===== config.mk =====
export PLATFORM = sky130hd
export DESIGN_NAME = rr_packet_arbiter
export DESIGN_NICKNAME = d
export VERILOG_FILES = /design/src/rtl/rr_packet_arbiter.sv
export SDC_FILE = /design/constraint.sdc
export NUM_CORES = 1
export LEC_CHECK = 0
export BUFFER_PORTS_ARGS = -buffer_cell sky130_fd_sc_hd__clkbuf_2
export CAP_MARGIN = 10
export CELL_PAD_IN_SITES_DETAIL_PLACEMENT = 1
export CELL_PAD_IN_SITES_GLOBAL_PLACEMENT = 2
export CORE_MARGIN = 4
export CORE_UTILIZATION = 24
export CTS_CLUSTER_SIZE = 25
export DETAILED_ROUTE_END_ITERATION = 10
export PLACE_DENSITY_LB_ADDON = 0.1
export SYNTH_ARGS = -nofsm -noshare
export SYNTH_HDL_FRONTEND = slang
export SYNTH_SLANG_ARGS = --single-unit

===== constraint.sdc =====
create_clock -name clk -period 2.3 [get_ports clk]
set_input_delay 0.345 -clock clk [delete_from_list [all_inputs] [get_ports clk]]
set_output_delay 0.345 -clock clk [all_outputs]
set_load 0.02 [all_outputs]

===== src/rtl/rr_packet_arbiter.sv =====
// rr_packet_arbiter: round-robin, packet-granular arbiter that shares one
// ready/valid output stream among NUM_REQ requesters. The output is a
// one-entry registered forward stage; a granted requester holds the output
// until it transfers a beat with last set.
module rr_packet_arbiter #(
    parameter  int NUM_REQ    = 4,
    parameter  int DATA_WIDTH = 8,
    localparam int ID_WIDTH   = $clog2(NUM_REQ)
) (
    input  logic                          clk,
    input  logic                          reset,
    input  logic [NUM_REQ-1:0]            valid_in,
    input  logic [NUM_REQ*DATA_WIDTH-1:0] data_in,
    input  logic [NUM_REQ-1:0]            last_in,
    output logic [NUM_REQ-1:0]            ready_out,
    output logic                          valid_out,
    output logic [DATA_WIDTH-1:0]         data_out,
    output logic                          last_out,
    output logic [ID_WIDTH-1:0]           grant_id_out,
    input  logic                          ready_in
);

    typedef enum logic {ARB = 1'b0, LOCK = 1'b1} st_e;

    // Widened constants so the wrap compare is against NUM_REQ, not a
    // power-of-two truncation.
    localparam logic [ID_WIDTH:0]   NUM_REQ_W = (ID_WIDTH+1)'(NUM_REQ);
    localparam logic [ID_WIDTH-1:0] LAST_ID   = ID_WIDTH'(NUM_REQ - 1);

    // Per-requester view of the flattened payload bus.
    logic [NUM_REQ-1:0][DATA_WIDTH-1:0] data_arr;
    assign data_arr = data_in;

    st_e                   st_q, st_d;
    logic [ID_WIDTH-1:0]   lock_id_q, lock_id_d;
    logic [ID_WIDTH-1:0]   rr_ptr_q, rr_ptr_d;
    logic                  full_q, full_d;
    logic [DATA_WIDTH-1:0] data_q, data_d;
    logic                  last_q, last_d;
    logic [ID_WIDTH-1:0]   id_q, id_d;

    logic [ID_WIDTH-1:0]   sel;
    logic                  sel_vld;
    logic [ID_WIDTH:0]     idx;
    logic                  can_load;
    logic                  xfer;

    // Output stage may take a new beat when empty or when it drains this cycle.
    assign can_load = ~full_q | ready_in;
    assign xfer     = sel_vld & can_load;

    // State register: arbitration state, pointers and the output buffer.
    always_ff @(posedge clk) begin
        if (reset) begin
            st_q      <= ARB;
            lock_id_q <= '0;
            rr_ptr_q  <= '0;
            full_q    <= 1'b0;
            data_q    <= '0;
            last_q    <= 1'b0;
            id_q      <= '0;
        end else begin
            st_q      <= st_d;
            lock_id_q <= lock_id_d;
            rr_ptr_q  <= rr_ptr_d;
            full_q    <= full_d;
            data_q    <= data_d;
            last_q    <= last_d;
            id_q      <= id_d;
        end
    end

    // Next state: load the winner's beat, track packet lock and advance the
    // round-robin pointer only at end of packet.
    always_comb begin
        st_d      = st_q;
        lock_id_d = lock_id_q;
        rr_ptr_d  = rr_ptr_q;
        full_d    = full_q;
        data_d    = data_q;
        last_d    = last_q;
        id_d      = id_q;
        if (xfer) begin
            full_d = 1'b1;
            data_d = data_arr[sel];
            last_d = last_in[sel];
            id_d   = sel;
            if (!last_in[sel]) begin
                st_d      = LOCK;
                lock_id_d = sel;
            end else begin
                st_d     = ARB;
                rr_ptr_d = (sel == LAST_ID) ? '0 : sel + 1'b1;
            end
        end else if (full_q && ready_in) begin
            full_d = 1'b0;
        end
    end

    // Output decode: pick the requester (locked owner, or first valid from
    // rr_ptr with wrap) and raise its ready when the stage can load.
    always_comb begin
        sel     = '0;
        sel_vld = 1'b0;
        idx     = '0;
        if (st_q == LOCK) begin
            sel     = lock_id_q;
            sel_vld = valid_in[lock_id_q];
        end else begin
            for (int k = 0; k < NUM_REQ; k++) begin
                idx = {1'b0, rr_ptr_q} + (ID_WIDTH+1)'(k);
                if (idx >= NUM_REQ_W) idx = idx - NUM_REQ_W;
                if (!sel_vld && valid_in[idx[ID_WIDTH-1:0]]) begin
                    sel     = idx[ID_WIDTH-1:0];
                    sel_vld = 1'b1;
                end
            end
        end
    end

    // One-hot (or zero) ready back to the selected requester.
    always_comb begin
        ready_out = '0;
        if (xfer) ready_out[sel] = 1'b1;
    end

    assign valid_out    = full_q;
    assign data_out     = data_q;
    assign last_out     = last_q;
    assign grant_id_out = id_q;

endmodule

* After elaboration in Yosys (flattened, before gate mapping) *
Cells that the tools add are included.

storage, ports and cells
  flip-flop bits (word level) = 17
  memories kept = 0
  output and inout bits = 16
  word-level logic and storage cells = 84
  bits in latches = 0
  bits in writable memories = 0
  input bits = 43
  ROM bits = 0

cells by class
  reductions and logical operators = 11
  multiplexer cells = 42
  multiply operators = 0
  add/sub/neg operators = 8
  equal/unequal tests = 1
  div/mod/pow operators = 0
  shifts and indexed selects = 0
  bitwise operators = 4
  order comparisons = 11

operator list
  kind                   number
  $mux W2                14
  $lt A2 B3 Y1 const B   6
  $mux W1                18
  $bmux W8 S2            1
  $bmux W1 S2            6
  $ge A3 B3 Y1 const B   3
  $mux W8                1
  $sub A2 B1 Y2 const B  4
  $add A2 B2 Y3 const B  2
  $logic_and A1 B1 Y1    5
  $mux W4                1
  $reduce_and A2 Y1      2
  $add A2 B1 Y3 const B  1
  $ge A2 B3 Y1 const B   1
  $logic_not A1 Y1       3
  $add A2 B1 Y2 const B  1
  $demux W1 S2           1
  $eq A2 B2 Y1 const B   1
  $ge A2 B1 Y1 const B   1
  $not A1 Y1             2
  $reduce_bool A2 Y1     1
  $and A1 B1 Y1          1
  $or A1 B1 Y1           1

* Logic depth before layout (Yosys ltp) *
Gate-level depths: netlist of run 1.

  word-level depth = 24
  depth in mapped cells = 7
  depth with buffers taken out = 7

* Least setup slack after synthesis of run 1 *
Ideal clock, no wire load.

  path kind = input to output
  from = in valid_in[1]
  to = out ready_out[0]
  arrival = 1.811 ns
  setup slack = 0.144 ns
  required time = 1.955 ns
  stages = 6
  buffers on the path = 1
  cell sequence = o311a_1 -> a221oi_4 -> buf_2 -> inv_1 -> ha_1 -> and2_1

on the way
  word-level cells in the longest chain between the ends = 21
  elaborated cells between the ends (all ways) = 36
  those cells by class = 2 x order compare; 26 x mux; 1 x bitwise; 7 x reduce/logical

ends and longest elaborated chain
  element                                                                    RTL line  text
  start, declared                                                            12        input logic [NUM_REQ-1:0] valid_in,
  $bmux W1 S2                                                                113       if (!sel_vld && valid_in[idx[ID_WIDTH-1:0]]) begin
  $mux W1 (implied by the code)                                              113
  $mux W1                                                                    113
  $mux W1                                                                    106       if (st_q == LOCK) begin
  $logic_not A1 Y1                                                           113
  $logic_and A1 B1 Y1                                                        113
  $mux W1                                                                    113
  $mux W1                                                                    106
  [... 6 more ...]                                                           n/a
  $mux W2 (*)                                                                113
  $mux W2 (*)                                                                106
  named net sel[1]                                                           42        logic [ID_WIDTH-1:0] sel;
  $lt A2 B3 Y1 (implied by the code) / $ge A2 B1 Y1 (equally long branches)  124       if (xfer) ready_out[sel] = 1'b1;
  $logic_and A1 B1 Y1 (implied by the code)                                  124
  $mux W1 (implied by the code)                                              124
  $demux W1 S2 (*)                                                           124
  $mux W4 (*)                                                                124
  end, declared                                                              15        output logic [NUM_REQ-1:0] ready_out,

The timed path passes the listed nets; every way through them passes the cells marked *. The select of a mux whose other input is x is not followed.

* Final worst setup path of run 1 *
  from = reg st_q
  to = out ready_out[2]

on the way
  word-level cells in the longest chain between the ends = 6
  elaborated cells between the ends (all ways) = 9
  those cells by class = 2 x order compare; 5 x mux; 1 x bitwise; 1 x reduce/logical

ends and longest elaborated chain
  element                                                                    RTL line  text
  start, declared                                                            34        st_e st_q, st_d;
  start signal, assigned                                                     63        st_q <= st_d;
  $mux W2                                                                    106
  $lt A2 B3 Y1 (implied by the code) / $ge A2 B1 Y1 (equally long branches)  124
  $logic_and A1 B1 Y1 (implied by the code)                                  124
  $mux W1 (implied by the code)                                              124
  $demux W1 S2                                                               124
  $mux W4 (*)                                                                124

Every way passes the cells marked *; elsewhere a longest branch is shown, timed or not.

==> results of run 1 <==
==> cell type report <==
cell class,instances,area (sq um),share of cell area (%)
Clock buffer,3,41.3,2.38
Tap cell,52,65.1,3.76
Multi-Input combinational cell,93,812,46.9
Timing Repair Buffer,75,443,25.6
Sequential cell,17,347,20.0
Clock inverter,1,5.00,0.289
Inverter,5,18.8,1.08
==> cells in the mapped netlist <==
| library cell | n |
|---|---|
| mux2i_1 | 21 |
| or3_1 | 1 |
| nand4bb_1 | 2 |
| o32ai_1 | 1 |
| o221ai_1 | 9 |
| o311ai_1 | 1 |
| mux4_2 | 1 |
| dfxtp_1 | 17 |
| mux2_2 | 2 |
| a21boi_0 | 1 |
| nand2_1 | 8 |
| o211a_1 | 1 |
| nor2b_1 | 2 |
| or3b_1 | 1 |
| nand2b_1 | 3 |
| buf_2 | 2 |
| and2_1 | 4 |
| clkbuf_1 | 3 |
| buf_4 | 1 |
| inv_1 | 5 |
| nand3_1 | 9 |
| nor2_1 | 5 |
| a21oi_1 | 7 |
| nor4_1 | 1 |
| o311a_1 | 1 |
| ha_1 | 4 |
| nor3_1 | 2 |
| a22oi_1 | 1 |
| a22oi_2 | 1 |
| a221oi_4 | 1 |
| o21ai_0 | 1 |
| a221oi_1 | 1 |
| o21ai_2 | 1 |
==> state kept, by name (all words and copies together) (netlist names) <==
name,cells
grant_id_out,2
valid_out,1
st_q,1
lock_id_q,2
last_out,1
data_out,8
rr_ptr_q,2
==> metrics by stage <==
stage | instance area, sq um | setup WS, ps | hold slack (ps) | utilization (%) | cells
floorplan | 1120 | 144 | 498 | - | 121
global placement | 1540 | -0.200 | 451 | 34.7 | 237
detailed placement | 1540 | -41.7 | 462 | 34.7 | 237
CTS | 1630 | 2.58 | 376 | 36.7 | 244
global route | 1730 | -20.7 | 398 | 39.0 | 246
finish | 1730 | 94.8 | 389 | 39.0 | 246
==> worst register-to-register path, delay by kind of cell (launching register included) <==
family	cells	cell delay [ps]
buffers and inverters	1	210
multiplexers	2	570
AO/OA/AOI/OAI	3	760
flip-flops	1	360
AND/OR/NAND/NOR	1	200
==> logic make-up (layout without fill, tap and decap cells) <==
family                     after synthesis  count (layout)
buffers and inverters                   11              84
DFF                                     17              17
AOI/OAI and AO/OA                       27              27
and+or+nand+nor                         38              38
muxes                                   24              24
adders and majority gates                4               4
==> how the worst min path moves through the flow <==
stage	end	slack, ps
floorplan	rr_ptr_q[0]	500
global placement	last_out	450
detailed placement	grant_id_out[1]	460
CTS	grant_id_out[1]	380
global route	last_out	400
finish	grant_id_out[1]	390
==> timing repair <==
action                                  4_1_cts  5_1_grt
resized for setup                             7       24
endpoints found under the setup margin        4       13
buffers inserted                              3        2
pin swaps                                     4        5
==> layer usage <==
metal / wire [microns] / GRT usage (%) / share of wire, % / up-vias
met2: 2040 / 23.7 / 52 / 27
met1: 1750 / 16.8 / 44 / 619
li1: - / - / - / 607
met5: 0 / 0 / 0 / -
met4: 29 / 4.53 / 0.73 / 0
met3: 137 / 2.84 / 3.5 / 2
==> power by group through the flow <==
stage	clock (mW)	combinational (mW)	sequential (mW)
global route	0.256	1.39	0.491
CTS	0.239	1.17	0.467
detailed placement	0	1.12	0.471
global placement	0	1.10	0.466
finish	0.228	1.27	0.477
floorplan	0	0.633	0.560
==> impl_metrics.yaml, run 1 <==
global_route:
  track_usage_pct: 13.7
  antenna_found_initial: 0
  grt_pass1_vias: 1371
  grt_max_degree: 14
  gr-total-overflow: 0
  grt_pass1_wl_mm: 6.62
finish:
  drive_gt1_share_pct: 51.5
  area_growth_pct: 53.9
  diodes: 0
  final_cell_mix: "clkbuf_2 (54), mux2i_1 (21), buf_4 (17)"
  layout_commonest_cell: "clkbuf_2"
  nFillCells: 537
  fin_nets: 242
placement:
  dp_hpwl_mm: 3.19
  portBuffers: 58
  routabilityCongestion: 0.823
die:
  die_w_microns: 76.5
  coreArea_sq_um: 4440
  rows: 24
  floorplan.initialDensity_pct: 25.3
  fp.dieArea_sq_um: 5850
  ios: 59
  dieHeight_microns: 76.5
synthesis:
  synth_nets: 168
  ys_seq_elements: 17
  synth_top_area_cell: "dfxtp_1"
  synthSimpleGateAreaFrac_pct: 18.1
  synth_compound_area_share_pct: 20.2
  ys_types: 33
  syn_area_per_cell_sq_um: 9.30
  seq_area_frac_synth_pct: 30.3
  syn_area_sq_um: 1120
  synth.area.mux_share_pct: 22.7
  synth_fa_ha_area_share_pct: 4.45
  yosysTopAreaCellShare_pct: 30.3
  synth_top_family_by_area: "multiplexers"
  synthCells: 121
  ys_warn_count: 0
  synth_area_leaders: "dfxtp_1 (30%), mux2i_1 (19%), o221ai_1 (7.0%)"
  synth_xor_area_share_pct: 0
sta:
  timing.final.crit_share_pct: 95.9
  fin_setup_tns_ps: 0
  finalHoldViolations: 0
  grt_setup_unrepaired: "true"
  slew_viol_final: 0
  worst_pin_slew_ps: 516
  relSlewSlack_pct: 65.1
  period_needed_ps: 2210
  finalSetupViolCount: 0
  timing.fmax_ghz: 0.453
  clock_skew_ps: 4.37
clock_network:
  clock-root-buffer: "clkbuf_8"
  cts_hold_buf: 0
  cts_inserted_buffers: 3
  insertion_delay_ps: 250
  clk_pin_slew_worst_paths_ps: 70
  cts_max_level: 1
  clkSinkCount: 17
  clock_path_buffers: 2
  cts_tree: "built"
setup_path:
  critPathLaunchType: "flip-flop"
  crit_family: "simple AND/OR/NAND/NOR gates"
  endpoint: "ready_out[2]"
  crit_path_end_kind: "output port"
  path_buf_inv: 2
  worstPathArrival_ps: 1860
  r2r_slack_ps: 130
  cp_num_cells: 7
  worstPathCellList: "or3_1 > a21oi_2 > a221oi_4 > buf_6 > ha_1 > and2_1 > buf_4"
  crit_path_start: "st_q"
  r2r-start: "rr_ptr_q[1]"
  r2r-end: "rr_ptr_q[1]"
  worst_path_max_delay_cell: "or3_1"
  crit_fanout: 4
  reg2regPathDepth: 7
  crit_type: "reg -> out"
  cp.required_ps: 1960
  cpPeakStageDelay_ps: 420
power_and_ir_drop:
  netSwitchingFraction_pct: 42.5
  total_power_mw: 1.97
  power.share.sequential_pct: 24.2
  p_comb_share_pct: 64.3
  p_per_area_nw_per_um2: 1140
  max-vdd-ir-drop_mv: 0.436
  p_clk_share_pct: 11.6
  internal_power_mw: 1.14
  total_leakage_power_nw: 0.801
  p_switching_uw: 837
status:
  status: "complete, no violations"
routing:
  drt_iter0_drc: 29
  wl_per_cell_microns: 16.1
  routed-via-count: 1255
  vias_per_cell: 5.10
  route.detailed.drc: 0
  final_antenna_net_count: 0
  drt_pass1_iterations: 3
  routed_wl_mm: 3.95
worst_hold_path:
  min_path_cells: 2
  hp-start: "reset"
  hp-class: "in -> reg"
job:
  cap_violations: 0
(Power assumes the default switching activity.)
==> run 2: changes to the inputs <==
--- a/config.mk
+++ b/config.mk
@@ -5,6 +5,7 @@
 export SDC_FILE = /design/constraint.sdc
 export NUM_CORES = 1
 export LEC_CHECK = 0
+export ABC_AREA = 1
 export BUFFER_PORTS_ARGS = -buffer_cell sky130_fd_sc_hd__clkbuf_2
 export CAP_MARGIN = 10
 export CELL_PAD_IN_SITES_DETAIL_PLACEMENT = 1
@@ -13,6 +14,7 @@
 export CORE_UTILIZATION = 24
 export CTS_CLUSTER_SIZE = 25
 export DETAILED_ROUTE_END_ITERATION = 10
+export GPL_TIMING_DRIVEN = 0
 export PLACE_DENSITY_LB_ADDON = 0.1
 export SYNTH_ARGS = -nofsm -noshare
 export SYNTH_HDL_FRONTEND = slang
==> run 2 against run 1 <==
Effect of this change:
- sequential cell count unchanged
- first-iteration DRC count up 62%
- design area up 36%
- highest routed layer unchanged
- the flow now finishes with violations (setup timing)
- core utilization down 1.5 points
- wire length up 39%
- largest power group unchanged
- fmax down 11%
- cell count up 71%
- global-route usage up 0.84 points
==> impl_metrics.yaml, run 2 <==
sta:
  timing.fmax_ghz: 0.403
  relSlewSlack_pct: 65.6
  fin_ws_ps: -182
  timing.final.crit_share_pct: 108
  worst_pin_slew_ps: 516
  clock_skew_ps: 5.29
  grt_setup_unrepaired: "true"
  finalSetupViolCount: 4
  fin_setup_tns_ps: -514
  period_needed_ps: 2480
  slew_viol_final: 0
  finalHoldViolations: 0
power_and_ir_drop:
  max-vdd-ir-drop_mv: 0.622
  p_per_area_nw_per_um2: 1730
  total_leakage_power_nw: 1.32
  netSwitchingFraction_pct: 52.6
  p_clk_share_pct: 5.7
  internal_power_mw: 1.93
  p_comb_share_pct: 81.4
  p_switching_mw: 2.15
  power.share.sequential_pct: 12.9
  total_power_mw: 4.08
global_route:
  antenna_found_initial: 0
  gr-total-overflow: 0
  track_usage_pct: 14.5
  grt_pass1_wl_mm: 8.98
  grt_max_degree: 11
  grt_pass1_vias: 1937
routing:
  vias_per_cell: 4.45
  top_layer: "met4"
  wirelength_met1_mm: 2.46
  routed-via-count: 1872
  wl_per_cell_microns: 13.1
  drt_iter0_drc: 47
  wl_met2_mm: 2.74
  routed_wl_mm: 5.51
  final_antenna_net_count: 0
  route.detailed.drc: 0
  drt_pass1_iterations: 4
  wl_met3_microns: 256
synthesis:
  ys_warn_count: 0
  ys_seq_elements: 17
  synth_edf_count: 0
  ys_types: 22
  synthFlopType: "dfxtp_1"
  yosys-top-cells-count: "nand2_1 (72), inv_1 (54), nor2_1 (28)"
  syn_area_sq_um: 1560
  yosysTopAreaCellShare_pct: 21.9
  synth_top_area_cell: "dfxtp_1"
  synth_nets: 311
  synthArstFlopShare_pct: 0
  synthCells: 264
  synth_area_leaders: "dfxtp_1 (22%), nand2_1 (17%), inv_1 (13%)"
  syn_area_per_cell_sq_um: 5.90
  synth.most_common_cell: "nand2_1"
  seq_area_frac_synth_pct: 21.9
die:
  dieHeight_microns: 88.5
  die_w_microns: 88.5
  fp.dieArea_sq_um: 7840
  coreArea_sq_um: 6310
  rows: 29
  floorplan.initialDensity_pct: 24.7
  ios: 59
finish:
  utilization_pct: 37.4
  layout_commonest_cell: "nand2_1"
  largest_reg_flops: 8
  final_cell_mix: "nand2_1 (56), clkbuf_2 (54), inv_1 (48)"
  nFillCells: 868
  area_growth_pct: 51.8
  fin_cells: 421
  drive_gt1_share_pct: 46.5
  diodes: 0
  design_area_sq_um: 2360
  fin_nets: 392
setup_path:
  critPathLaunchType: "flip-flop"
  worst_path_max_delay_cell: "dfxtp_4"
  crit_type: "reg -> out"
  worstPathArrival_ps: 2140
  worstPathCellList: "buf_6 > nand2_2 > nand2_2 > buf_6 > nand2_2 > nand2_1 > nand2_1 > nand2_1 > nand2_1 > nand2_2 > nand2_4 > nand2_4 > buf_8 > buf_12 > ha_4 > inv_2 > nor2_1 > buf_4"
  crit_family: "simple AND/OR/NAND/NOR gates"
  cpPeakStageDelay_ps: 420
  cp.required_ps: 1960
  path_buf_inv: 6
  crit_fanout: 6
  crit_path_end_kind: "output port"
clock_network:
  cts_max_level: 1
  cts_tree: "built"
  cts_inserted_buffers: 3
  clk_pin_slew_worst_paths_ps: 70
  clkSinkCount: 17
  insertion_delay_ps: 250
  clock_path_buffers: 2
  clock-root-buffer: "clkbuf_8"
  cts_hold_buf: 0
placement:
  routabilityCongestion: 0.771
  dp_hpwl_mm: 4.17
  portBuffers: 57
  placedCellCount: 398
  dpl_cell_area_sq_um: 1940
status:
  status: "complete, but fails checks"
  violations: "setup timing"
job:
  cap_violations: 0
worst_hold_path:
  hp-class: "in -> reg"
## run 2: changes by cell type in the layout (fill, tap and decap cells not counted), sizes merged, moves of 4 or more
cell,previous run,this run
nand3,9,28
nor2,5,31
o211ai,0,19
o221ai,9,0
nand2,8,86
inv,5,57
mux2i,21,0
buf,21,32
o21ai,2,6
and2,4,0
## run 2: kinds of logic after synthesis
kind of cell | after synthesis | share of synthesized area (%)
buffers and inverters | 68 | 18.7
flip-flops | 17 | 21.9
adder cells (fa/ha/maj) | 4 | 3.22
AND/OR/NAND/NOR | 145 | 40.9
AO/OA/AOI/OAI | 30 | 15.3
## run 2: what timing repair did
| action | 4_1_cts | 5_1_grt |
|---|---|---|
| gates resized for setup | 44 | 39 |
| endpoints found under the setup margin | 5 | 20 |
| buffers inserted | 18 | 2 |
| pin swaps | 24 | 16 |
## run 2: power by group through the flow
stage | Sequential (mW) | Combinational [mW] | Clock [mW]
floorplan | 0.584 | 1.72 | 0
global placement | 0.506 | 2.48 | 0
detailed placement | 0.506 | 2.50 | 0
CTS | 0.505 | 3.18 | 0.244
global route | 0.542 | 3.72 | 0.260
finish | 0.525 | 3.32 | 0.232
## run 2: final cells by class
class                           instances  area [sq um]  area share [%]
Multi-Input combinational cell        179          1100            46.5
Tap cell                               77          96.3            4.08
Clock buffer                            4          45.0            1.91
Buffer                                 10          88.8            3.76
Sequential cell                        17           348            14.7
Inverter                               57           229            9.69
Timing Repair Buffer                   77           457            19.3
## run 2: metrics by stage
| stage | worst slack [ps] | hold WS (ps) |
|---|---|---|
| detailed placement | -252 | 530 |
| CTS | -242 | 428 |
| global route | -319 | 482 |
| floorplan | 64.5 | 471 |
| finish | -182 | 428 |
| global placement | -261 | 509 |
## run 2: worst paths after layout
kind,slack [ps],cells past startpoint,from,end
setup reg to reg,150,18,rr_ptr_q[0],data_out[6]
setup / recovery,-180,18,rr_ptr_q[0],ready_out[3]
hold / removal,430,5,data_in[16],data_out[0]
hold reg to reg,540,2,last_out,last_out
## run 2: worst register-to-register path: cells and delay by family (launching register included)
family	cells	cell delay [ps]
compound gates	1	160
buf+inv	6	650
flops	1	390
simple gates	11	830
## run 2: metal layers
layer	global-route usage, %	vias up
li1	-	969
met1	18.5	863
met2	25.4	36
met3	3.35	4
met4	2.34	0
met5	0	-
==> run 3: changes to the inputs <==
--- a/config.mk
+++ b/config.mk
@@ -10,7 +10,7 @@
 export CAP_MARGIN = 10
 export CELL_PAD_IN_SITES_DETAIL_PLACEMENT = 1
 export CELL_PAD_IN_SITES_GLOBAL_PLACEMENT = 2
-export CORE_MARGIN = 4
+export CORE_MARGIN = 2
 export CORE_UTILIZATION = 24
 export CTS_CLUSTER_SIZE = 25
 export DETAILED_ROUTE_END_ITERATION = 10
==> constraint.sdc (replaced) <==
create_clock -name clk -period 2.58 [get_ports clk]
set_input_delay 0.387 -clock clk [delete_from_list [all_inputs] [get_ports clk]]
set_output_delay 0.387 -clock clk [all_outputs]
set_load 0.02 [all_outputs]
==> run 3 against run 2 <==
Effect of this change:
- die area is 8.8% lower
- clock power shrank 12%
- clock skew fell by 3.7 ps
- worst setup slack improved by 210 ps
- worst hold slack better by 46 ps
- sequential cell count unchanged
- register-to-register slack improved by 130 ps
- critical path type unchanged
- total power down 10%
- sequential share of layout area up 0.14 points
- the run now ends clean
- design area down 0.95%
- global-route usage increased by 1.7 points
==> impl_metrics.yaml, run 3 (synthesized netlist as in run 2, its figures left out) <==
status:
  status: "complete, no violations"
sta:
  slew_viol_final: 0
  relSlewSlack_pct: 61.3
  timing.final.crit_share_pct: 98.7
  period_needed_ps: 2550
  clock_skew_ps: 1.63
  finalHoldViolations: 0
  timing.fmax_ghz: 0.393
  finalSetupViolCount: 0
  holdWs_ps: 475
  worst_pin_slew_ps: 581
  grt_setup_unrepaired: "true"
routing:
  final_antenna_net_count: 0
  vias_per_cell: 4.41
  routed-via-count: 1867
  route.detailed.drc: 0
  wl_per_cell_microns: 13.3
  routed_wl_mm: 5.62
  drt_pass1_iterations: 4
  drt_iter0_drc: 43
worst_hold_path:
  min_path_cells: 5
  worstHoldEndpoint: "data_out[2]"
  hp-class: "in -> reg"
  hp-start: "data_in[18]"
die:
  coreArea_sq_um: 6310
  die_w_microns: 84.5
  fp.dieArea_sq_um: 7150
  dieHeight_microns: 84.5
  rows: 29
  ios: 59
  floorplan.initialDensity_pct: 24.7
placement:
  routabilityCongestion: 0.761
  dp_hpwl_mm: 4.21
  portBuffers: 57
setup_path:
  crit_fanout: 6
  cpPeakStageDelay_ps: 390
  cp.required_ps: 2190
  r2r_slack_ps: 280
  worst_path_max_delay_cell: "dfxtp_4"
  worstPathArrival_ps: 2160
  critPathMostFrequentCell: "nand2_2"
  r2r-start: "rr_ptr_q[0]"
  crit_type: "reg -> out"
  reg2regPathDepth: 20
  critPathLaunchType: "flip-flop"
  crit_path_end_kind: "output port"
  r2r-end: "data_out[3]"
  worstPathCellList: "buf_6 > nand2_2 > nand2_2 > nand2_2 > nand2_2 > nor2_4 > nand3_2 > nand2_2 > inv_2 > nand2_4 > nand2_4 > buf_8 > buf_12 > ha_4 > inv_2 > nor2_1 > buf_4"
finish:
  diodes: 0
  largest_reg_flops: 8
  utilization_pct: 37.1
  final_cell_mix: "nand2_1 (59), clkbuf_2 (53), inv_1 (47)"
  area_growth_pct: 50.4
  drive_gt1_share_pct: 44.2
  layout_commonest_cell: "nand2_1"
  fin_nets: 394
clock_network:
  clock_path_buffers: 2
  cts_tree: "built"
  clkSinkCount: 17
  clock-root-buffer: "clkbuf_8"
  cts_inserted_buffers: 3
  cts_max_level: 1
  insertion_delay_ps: 250
  clk_pin_slew_worst_paths_ps: 70
power_and_ir_drop:
  max-vdd-ir-drop_mv: 0.443
  total_leakage_power_nw: 1.32
  p_per_area_nw_per_um2: 1560
global_route:
  antenna_found_initial: 0
  gr-total-overflow: 0
  grt_max_degree: 11
  grt_pass1_vias: 2000
  track_usage_pct: 16.3
  grt_pass1_wl_mm: 9.45
job:
  cap_violations: 0
==> run 3: cell count changes in the layout (fill, tap and decap cells not counted), moves of 2 or more <==
cell	before	now
buf_4	22	24
nand2_2	26	23
nand3_2	8	2
nand2_1	56	59
nand3_1	20	26
==> run 3: through the flow <==
step | cell area [sq um] | worst slack, ps | power, mW | TNS (ps) | instances
after floorplan | 1560 | 303 | 2.05 | 0 | 264
after detailed placement | 1940 | -34.3 | 2.69 | -93.2 | 398
final | 2340 | 32.4 | 3.66 | 0 | 423
after CTS | 2270 | -23.5 | 3.55 | -56.3 | 423
after global routing | 2340 | -95.1 | 4.05 | -292 | 423
after global placement | 1940 | -78.2 | 2.66 | -126 | 398
==> run 3: cell type report <==
class / count / area (sq um)
Fill cell: 886 / 3970
Multi-Input combinational cell: 179 / 1060
Timing Repair Buffer: 80 / 483
Sequential cell: 17 / 348
Inverter: 57 / 229
Tap cell: 77 / 96.3
Buffer: 9 / 82.6
Clock buffer: 4 / 45.0
==> run 3: critical path, delay by kind of cell (launching register included) <==
family / cells / cell delay (ps)
adders and majority gates: 1 / 150
buffers and inverters: 6 / 640
and+or+nand+nor: 10 / 730
DFF: 1 / 390
==> run 3: what timing repair did <==
action | CTS | global route
buffers inserted | 21 | 2
resized for setup | 45 | 25
setup endpoints to repair | 4 | 5
pin swaps | 21 | 17
hold buffers | 0 | 0
==> run 3: per-layer routing <==
layer / global-route usage (%) / vias up / routed length, microns
met4: 3.03 / 0 / 46
met3: 3.15 / 6 / 255
met2: 29.1 / 36 / 2750
li1: - / 975 / -
met5: 0 / - / 0
met1: 20.5 / 850 / 2570
==> run 3: where the power goes <==
group / switching (mW) / leakage [nW] / internal, mW
clock network: 0.0948 / 0.0228 / 0.110
logic: 1.71 / 1.16 / 1.28
registers: 0.0893 / 0.142 / 0.377
total: 1.90 / 1.32 / 1.76
==> run 3: worst max path at each step <==
stage,startpoint,to,slack [ps]
after floorplan,rr_ptr_q[0],ready_out[2],300
after global placement,valid_in[2],ready_out[3],-80
after detailed placement,valid_in[2],ready_out[3],-30
after CTS,rr_ptr_q[0],ready_out[3],-20
after global routing,rr_ptr_q[0],ready_out[3],-100
final,rr_ptr_q[0],ready_out[3],30
